===== config.mk =====
export PLATFORM = sky130hd
export DESIGN_NAME = decode_stage
export DESIGN_NICKNAME = d
export VERILOG_FILES = /design/src/rtl/rv32i_pkg.sv /design/src/rtl/inst_decode.sv /design/src/rtl/decode_stage.sv
export SDC_FILE = /design/constraint.sdc
export NUM_CORES = 1
export LEC_CHECK = 0
export ABC_CLOCK_PERIOD_IN_PS = 5050
export BUFFER_PORTS_ARGS = -buffer_cell sky130_fd_sc_hd__buf_4
export CAP_MARGIN = 20
export CORE_MARGIN = 2
export CORE_UTILIZATION = 30
export CTS_BUF_LIST = sky130_fd_sc_hd__clkbuf_4
export CTS_CLUSTER_DIAMETER = 50
export DETAILED_ROUTE_END_ITERATION = 12
export PLACE_DENSITY = 0.49
export SLEW_MARGIN = 10
export SYNTH_ARGS = -nofsm -noshare
export SYNTH_HDL_FRONTEND = slang
export SYNTH_SLANG_ARGS = --single-unit
export TNS_END_PERCENT = 30

===== constraint.sdc =====
create_clock -name i_clk -period 5.05 [get_ports i_clk]
set_input_delay 1.01 -clock i_clk [delete_from_list [all_inputs] [get_ports i_clk]]
set_output_delay 1.01 -clock i_clk [all_outputs]
set_load 0.05 [all_outputs]

===== src/rtl/rv32i_pkg.sv =====
// Shared RV32I decode definitions: opcodes, ALU op encodings, operand-1
// selects, the decoded bundle layout and immediate extraction helpers.
package rv32i_pkg;

   // Major opcodes (inst[6:0])
   localparam logic [6:0] LOAD   = 7'b0000011;
   localparam logic [6:0] OP_IMM = 7'b0010011;
   localparam logic [6:0] AUIPC  = 7'b0010111;
   localparam logic [6:0] STORE  = 7'b0100011;
   localparam logic [6:0] OP     = 7'b0110011;
   localparam logic [6:0] LUI    = 7'b0110111;
   localparam logic [6:0] BRANCH = 7'b1100011;
   localparam logic [6:0] JALR   = 7'b1100111;
   localparam logic [6:0] JAL    = 7'b1101111;

   // ALU major op select
   localparam logic [2:0] ALU_ADD = 3'b000;
   localparam logic [2:0] ALU_SLT = 3'b001;
   localparam logic [2:0] ALU_SLL = 3'b010;
   localparam logic [2:0] ALU_SRL = 3'b011;
   localparam logic [2:0] ALU_XOR = 3'b100;
   localparam logic [2:0] ALU_OR  = 3'b101;
   localparam logic [2:0] ALU_AND = 3'b110;

   // Operand-1 select
   localparam logic [1:0] OP1_RS1  = 2'b00;
   localparam logic [1:0] OP1_PC   = 2'b01;
   localparam logic [1:0] OP1_ZERO = 2'b10;

   // Decoded bundle carried by the pipeline register
   typedef struct packed {
      logic [2:0]  opsel;
      logic        sub;
      logic        uns;
      logic        arith;
      logic [1:0]  op1sel;
      logic        op2imm;
      logic [31:0] imm;
      logic [4:0]  rs1;
      logic [4:0]  rs2;
      logic [4:0]  rd;
      logic        rd_wen;
      logic        illegal;
   } dec_bundle_t;

   localparam int DEC_W = $bits(dec_bundle_t);

   // Immediate formats, all sign-extended from inst[31]
   function automatic logic [31:0] imm_i(input logic [31:0] inst);
      return {{20{inst[31]}}, inst[31:20]};
   endfunction

   function automatic logic [31:0] imm_s(input logic [31:0] inst);
      return {{20{inst[31]}}, inst[31:25], inst[11:7]};
   endfunction

   function automatic logic [31:0] imm_b(input logic [31:0] inst);
      return {{20{inst[31]}}, inst[7], inst[30:25], inst[11:8], 1'b0};
   endfunction

   function automatic logic [31:0] imm_u(input logic [31:0] inst);
      return {inst[31:12], 12'h000};
   endfunction

   function automatic logic [31:0] imm_j(input logic [31:0] inst);
      return {{12{inst[31]}}, inst[19:12], inst[20], inst[30:21], 1'b0};
   endfunction

endpackage


===== src/rtl/inst_decode.sv =====
// Purely combinational RV32I decoder: instruction word to packed decode bundle.
module inst_decode
   import rv32i_pkg::*;
(
   input  logic [31:0]      i_inst,
   output logic [DEC_W-1:0] o_bundle
);

   logic [6:0]  opcode_s;
   logic [2:0]  funct3_s;
   logic [6:0]  funct7_s;
   logic [2:0]  f3_opsel_s;
   logic        f3_uns_s;
   logic        illegal_s;
   logic        wen_s;
   dec_bundle_t dec_s;

   assign opcode_s = i_inst[6:0];
   assign funct3_s = i_inst[14:12];
   assign funct7_s = i_inst[31:25];

   // ALU op shared by OP and OP-IMM, selected by funct3
   always_comb begin
      f3_opsel_s = ALU_ADD;
      f3_uns_s   = 1'b0;
      case (funct3_s)
         3'b000:  f3_opsel_s = ALU_ADD;
         3'b001:  f3_opsel_s = ALU_SLL;
         3'b010:  f3_opsel_s = ALU_SLT;
         3'b011: begin
            f3_opsel_s = ALU_SLT;
            f3_uns_s   = 1'b1;
         end
         3'b100:  f3_opsel_s = ALU_XOR;
         3'b101:  f3_opsel_s = ALU_SRL;
         3'b110:  f3_opsel_s = ALU_OR;
         3'b111:  f3_opsel_s = ALU_AND;
         default: f3_opsel_s = ALU_ADD;
      endcase
   end

   // Opcode decode, legality check and illegal-instruction scrubbing
   always_comb begin
      dec_s        = '0;
      dec_s.rs1    = i_inst[19:15];
      dec_s.rs2    = i_inst[24:20];
      dec_s.rd     = i_inst[11:7];
      illegal_s    = 1'b0;
      wen_s        = 1'b1;

      if (i_inst[1:0] != 2'b11) begin
         illegal_s = 1'b1;
      end else begin
         case (opcode_s)
            OP: begin
               dec_s.opsel = f3_opsel_s;
               dec_s.uns   = f3_uns_s;
               dec_s.arith = (funct3_s == 3'b101) ? i_inst[30] : 1'b0;
               dec_s.sub   = (funct3_s == 3'b000) ? i_inst[30] : 1'b0;
               if (funct7_s == 7'b0000000) begin
                  illegal_s = 1'b0;
               end else if (funct7_s == 7'b0100000) begin
                  illegal_s = (funct3_s != 3'b000) && (funct3_s != 3'b101);
               end else begin
                  illegal_s = 1'b1;
               end
            end
            OP_IMM: begin
               dec_s.opsel  = f3_opsel_s;
               dec_s.uns    = f3_uns_s;
               dec_s.arith  = (funct3_s == 3'b101) ? i_inst[30] : 1'b0;
               dec_s.op2imm = 1'b1;
               dec_s.imm    = imm_i(i_inst);
               // Shift immediates reuse the upper bits as funct7
               if (funct3_s == 3'b001) begin
                  illegal_s = (funct7_s != 7'b0000000);
               end else if (funct3_s == 3'b101) begin
                  illegal_s = (funct7_s != 7'b0000000) && (funct7_s != 7'b0100000);
               end else begin
                  illegal_s = 1'b0;
               end
            end
            LOAD, JALR: begin
               dec_s.op2imm = 1'b1;
               dec_s.imm    = imm_i(i_inst);
            end
            STORE: begin
               dec_s.op2imm = 1'b1;
               dec_s.imm    = imm_s(i_inst);
               wen_s        = 1'b0;
            end
            AUIPC: begin
               dec_s.op1sel = OP1_PC;
               dec_s.op2imm = 1'b1;
               dec_s.imm    = imm_u(i_inst);
            end
            JAL: begin
               dec_s.op1sel = OP1_PC;
               dec_s.op2imm = 1'b1;
               dec_s.imm    = imm_j(i_inst);
            end
            LUI: begin
               dec_s.op1sel = OP1_ZERO;
               dec_s.op2imm = 1'b1;
               dec_s.imm    = imm_u(i_inst);
            end
            BRANCH: begin
               dec_s.imm = imm_b(i_inst);
               wen_s     = 1'b0;
               case (funct3_s)
                  3'b000, 3'b001: begin
                     dec_s.opsel = ALU_ADD;
                     dec_s.sub   = 1'b1;
                  end
                  3'b100, 3'b101: begin
                     dec_s.opsel = ALU_SLT;
                  end
                  3'b110, 3'b111: begin
                     dec_s.opsel = ALU_SLT;
                     dec_s.uns   = 1'b1;
                  end
                  default: illegal_s = 1'b1;
               endcase
            end
            default: illegal_s = 1'b1;
         endcase
      end

      // Illegal encodings carry no ALU control and never write back
      if (illegal_s) begin
         dec_s.opsel   = ALU_ADD;
         dec_s.sub     = 1'b0;
         dec_s.uns     = 1'b0;
         dec_s.arith   = 1'b0;
         dec_s.op1sel  = OP1_RS1;
         dec_s.op2imm  = 1'b0;
         dec_s.rd_wen  = 1'b0;
         dec_s.illegal = 1'b1;
      end else begin
         dec_s.rd_wen  = wen_s && (dec_s.rd != 5'd0);
         dec_s.illegal = 1'b0;
      end
   end

   assign o_bundle = dec_s;

endmodule


===== src/rtl/decode_stage.sv =====
// Registered decode stage: valid/ready handshake around a one-entry
// pipeline register holding the decoded bundle.
module decode_stage
   import rv32i_pkg::*;
(
   input  logic        i_clk,
   input  logic        i_rst_n,
   input  logic        i_valid,
   output logic        o_ready,
   input  logic [31:0] i_inst,
   input  logic        i_flush,
   output logic        o_valid,
   input  logic        i_ready,
   output logic [2:0]  o_opsel,
   output logic        o_sub,
   output logic        o_unsigned,
   output logic        o_arith,
   output logic [1:0]  o_op1sel,
   output logic        o_op2imm,
   output logic [31:0] o_imm,
   output logic [4:0]  o_rs1,
   output logic [4:0]  o_rs2,
   output logic [4:0]  o_rd,
   output logic        o_rd_wen,
   output logic        o_illegal
);

   logic [DEC_W-1:0] dec_vec_s;
   dec_bundle_t      dec_s;
   dec_bundle_t      bundle_r;
   logic             valid_r;
   logic             valid_nxt_s;
   logic             accept_s;

   inst_decode u_inst_decode (
      .i_inst   (i_inst),
      .o_bundle (dec_vec_s)
   );

   assign dec_s    = dec_bundle_t'(dec_vec_s);
   assign o_ready  = !valid_r || i_ready;
   assign accept_s = i_valid && o_ready && !i_flush;

   // Next valid: flush wins, then accept, then consume, else hold
   always_comb begin
      valid_nxt_s = valid_r;
      if (i_flush) begin
         valid_nxt_s = 1'b0;
      end else if (accept_s) begin
         valid_nxt_s = 1'b1;
      end else if (i_ready) begin
         valid_nxt_s = 1'b0;
      end else begin
         valid_nxt_s = valid_r;
      end
   end

   // Pipeline register: valid every cycle, payload only on accept
   always_ff @(posedge i_clk or negedge i_rst_n) begin
      if (!i_rst_n) begin
         valid_r  <= 1'b0;
         bundle_r <= '0;
      end else begin
         valid_r <= valid_nxt_s;
         if (accept_s) begin
            bundle_r <= dec_s;
         end
      end
   end

   assign o_valid    = valid_r;
   assign o_opsel    = bundle_r.opsel;
   assign o_sub      = bundle_r.sub;
   assign o_unsigned = bundle_r.uns;
   assign o_arith    = bundle_r.arith;
   assign o_op1sel   = bundle_r.op1sel;
   assign o_op2imm   = bundle_r.op2imm;
   assign o_imm      = bundle_r.imm;
   assign o_rs1      = bundle_r.rs1;
   assign o_rs2      = bundle_r.rs2;
   assign o_rd       = bundle_r.rd;
   assign o_rd_wen   = bundle_r.rd_wen;
   assign o_illegal  = bundle_r.illegal;

endmodule

==> summary.md <==
| Metric | Value |
|---|---|
| Run status | complete, no violations |
| IO Pins | 97 |
| Post-synthesis async set-or-reset flop share | 100% |
| Clock power frac | between 30% and 40% |
| Global-route wire length before repair | between 10000 and 15000 microns |
| Maximum number of pins on one net before global-route repair | 60 |
| Net switching fraction of the power | 32.6% |
| Fmax achieved | approximately 0.36 GHz |
| Final hold viol count | 0 |
| Setup TNS | 0 ns |
| Die Outline Area | ~0.010 sq mm |
| CP endpoint kind | flip-flop |
| Final Setup Violations | 0 |
| Starting density of the core | 30.9% |
| H-tree levels | 3 |
| Data arrival time of the critical path | roughly 3.1 ns |
| Maximum fanout count along the critical path | 22 |
| Number of flops mapped to enable cells by yosys | 0 |
| Relative slew slack | 37.3% |
| Buffers from clock root to sink, at most | 2 |
| Required time of the worst setup path | between 5 and 6 ns |
| Via count of the first global-routing pass | between 2000 and 2500 |
| Number of antenna violations at the first check in global routing | 0 |
| Final weighted congestion of routability-driven global placement | between 0.7 and 0.8 |
| DP Cell Count | approximately 500 |
| Synth-to-layout area growth | 32.9% |
| Yosys cell types | 50 |
| DIE HEIGHT | slightly above 100 microns |
| Iteration-0 DRC count of the detailed router | 173 |
| Routed length per instance | between 15 and 20 microns |
| Share of post-route cells with drive strength above 1 | 32.1% |
| Cell area after synthesis | about 0.0029 sq mm |
| Shortest period the worst path allows | ~2.8 ns |
| Path type of the worst setup path | input port to flip-flop |
| Final clock period utilization by the worst path | roughly 55% |
| Combinational Power Share | about 22% |
| Post-CTS clock slew at the launch and capture registers of the worst setup and hold paths | about 0.11 ns |
| Kind of start point of the critical path | input port |
| Synthesized flop and latch total | 59 |
| Clock tree root buffer cell | sky130_fd_sc_hd__clkbuf_4 |
| Unrepaired setup endpoints after global routing | false |
| Count of antenna diodes in the layout | 0 |
| Post-synth top area cell | sky130_fd_sc_hd__dfrtp_1 |
| Gates resized, CTS repair | 0 |
| Final slew viol count | 0 |
| Hpwl dp | between 5000 and 6000 microns |
| Worst clock skew | 0.0152 ns |
| Number of buffers added on ports | between 90 and 100 |
| Overflow left after global routing | 0 |
| Max-cap viol count | 0 |
| Final core occ | ~40% |
| Net switching component of the power | between 0.0003 and 0.0004 W |
| Num rows | 35 |
| Count of hold buffers inserted by post-cts repair | 0 |
| Power per cell area | 280 mW/mm^2 |
| Horizontal die dimension | a little over 100 microns |
| Top cell type's share of synthesized area | 51.7% |
| Vias per Instance | 4.86 |
| Post-route insts no fill | a little over 500 |
| Sequential fraction of design power | between 40% and 50% |
| First drt pass iteration count | 4 |
| Syn Area/Cell | 9.75 sq um |
| Number of buffers added by the clock tree synthesis step | 9 |
| Post-CTS repair timing setup buffer count | 0 |
| Worst vdd rail ir drop | about 110 uV |
| Clock insertion delay at the later pin of the skew report | 0.41 ns |
| Via count of the routed design | approximately 2500 |
| Total nets after synthesis | 330 |
| Combined area of the multi-input logic cells | ~0.0013 sq mm |
| Internal power contribution | a little over 0.0007 W |
| Number of synthesis warnings | 0 |
| Area occupied by registers | roughly 0.0015 sq mm |
| Remaining routing DRC violations | 0 |
| Most common flop cell mapped by yosys | sky130_fd_sc_hd__dfrtp_1 |
| Placeable Area | between 0.009 and 0.01 sq mm |
| GRT Resource Usage Total | 16.6% |
| Number of routed nets with antenna violations | 0 |
| Post-Route WL | between 8000 and 9000 microns |
| Transition time at the pin with the least slew margin | approximately 0.94 ns |
| CTS tree | done |
| Layout filler cell count | 963 |
| Largest cells by area after synthesis | sky130_fd_sc_hd__dfrtp_1 52%, sky130_fd_sc_hd__nand2_1 11%, sky130_fd_sc_hd__o21ai_0 4.0%, sky130_fd_sc_hd__a221o_1 2.8%, sky130_fd_sc_hd__a21oi_1 2.6% |
| Kind of path behind the tightest hold check | flip-flop to flip-flop |
| Number of clock sinks | ~60 |
| Leakage power summed over all cells | roughly 1.8 nW |
| Seq/Total Area, Yosys | between 50% and 60% |
| Post-Syn Instances | approximately 300 |
| Number of nets in the layout | approximately 420 |
logic make-up (layout without fill, tap and decap cells):
logic type | count (synthesis) | count (layout) | synth area share [%]
buf+inv | 24 | 121 | 4.42
compound gates | 83 | 83 | 21.7
mux | 1 | 1 | 0.350
simple gates | 125 | 125 | 21.6
flops | 59 | 59 | 51.7
xor+xnor | 1 | 1 | 0.307
power by group through the flow:
stage               Clock [W]  Sequential (W)  Combinational [W]
floorplan                   0        0.000591          0.0000632
global placement            0        0.000516           0.000230
detailed placement          0        0.000516           0.000231
CTS                  0.000340        0.000507           0.000231
global route         0.000370        0.000509           0.000246
finish               0.000328        0.000506           0.000229
layout by cell type, fill, tap and decap left out, drive strengths merged, types with 2 or more instances in the layout:
cell type  Yosys  routed
buf           11      98
nand2         82      82
dfrtp         59      59
o21ai         26      26
a21oi         15      15
nor2          13      13
clkbuf         6      10
a221o          8       8
inv            7       7
nor3           7       7
a22o           6       6
o31ai          6       6
a22oi          5       5
clkinv         0       5
a31oi          4       4
nand3          4       4
and2           2       2
nand2b         2       2
a211oi         2       2
nand3b         2       2
o211a          2       2
nor2b          2       2
o311ai         2       2
nor4           2       2
state kept, by name, indices dropped and copies added, names as in the netlist:
name	flops
o_arith	1
o_illegal	1
o_imm	32
o_op1sel	2
o_op2imm	1
o_opsel	3
o_rd	5
o_rd_wen	1
o_rs1	5
o_rs2	5
o_sub	1
o_unsigned	1
o_valid	1
final timing paths:
path | startpoint | to | slack (ns) | cells past startpoint
max in group asynchronous | i_rst_n | o_op1sel[0]$_DFFE_PN0P_ | 3.88 | 1
max | i_ready | o_imm[18]$_DFFE_PN0P_ | 2.26 | 6
min in group asynchronous | i_rst_n | o_rs2[2]$_DFFE_PN0P_ | 0.66 | 1
min | o_rs2[1]$_DFFE_PN0P_ | o_rs2[1]$_DFFE_PN0P_ | 0.48 | 2
max reg2reg | o_valid$_DFFE_PN0P_ | o_imm[18]$_DFFE_PN0P_ | 2.46 | 5
min reg2reg | o_rs2[1]$_DFFE_PN0P_ | o_rs2[1]$_DFFE_PN0P_ | 0.48 | 2
metrics by stage:
stage / cell area [sq um] / worst slack (ns) / hold slack (ns) / power [W]
finish: 3800 / 2.26 / 0.485 / 0.00106
global route: 3800 / 2.04 / 0.520 / 0.00113
CTS: 3800 / 2.23 / 0.492 / 0.00108
detailed placement: 3670 / 1.80 / 0.465 / 0.000747
global placement: 3670 / 1.97 / 0.466 / 0.000746
floorplan: 2860 / 2.51 / 0.714 / 0.000654
layer usage:
metal  vias to the layer above  track usage, %  share of wire (%)
met3                         6            4.83                5.9
met1                      1190            25.4                 48
met5                         -               0                  0
met2                        96            22.3                 45
met4                         0            4.99                1.3
li1                       1232               -                  -
cell type report:
class                           count  share of cell area, %
Tap cell                          129                   4.25
Timing Repair Buffer               98                   19.7
Sequential cell                    59                   38.9
Clock buffer                       10                   1.98
Clock inverter                      6                   1.48
Multi-Input combinational cell    210                   33.0
Inverter                            7                  0.692
cell usage after synthesis, types with 2 or more instances:
library cell / number
sky130_fd_sc_hd__nand3b_1: 2
sky130_fd_sc_hd__o211a_1: 2
sky130_fd_sc_hd__clkbuf_1: 5
sky130_fd_sc_hd__dfrtp_1: 59
sky130_fd_sc_hd__nand3_1: 4
sky130_fd_sc_hd__nor3_4: 2
sky130_fd_sc_hd__buf_2: 7
sky130_fd_sc_hd__buf_6: 3
sky130_fd_sc_hd__nand2b_1: 2
sky130_fd_sc_hd__a31oi_1: 4
sky130_fd_sc_hd__a22o_1: 6
sky130_fd_sc_hd__o21ai_1: 3
sky130_fd_sc_hd__and2_1: 2
sky130_fd_sc_hd__nand2_1: 82
sky130_fd_sc_hd__a22oi_1: 5
sky130_fd_sc_hd__nor2_1: 13
sky130_fd_sc_hd__a211oi_2: 2
sky130_fd_sc_hd__a221o_1: 8
sky130_fd_sc_hd__o31ai_1: 6
sky130_fd_sc_hd__o21ai_0: 23
sky130_fd_sc_hd__inv_1: 6
sky130_fd_sc_hd__nor3_1: 5
sky130_fd_sc_hd__a21oi_1: 15
worst max-delay path, cell delays in order:
cell	delay, ns
sky130_fd_sc_hd__buf_4	0.07
sky130_fd_sc_hd__nor2b_1	0.07
sky130_fd_sc_hd__inv_1	0.09
sky130_fd_sc_hd__nand3b_1	0.63
sky130_fd_sc_hd__nor3_1	0.98
sky130_fd_sc_hd__a221o_1	0.27
Note: power is estimated with default switching activity, not from simulation.
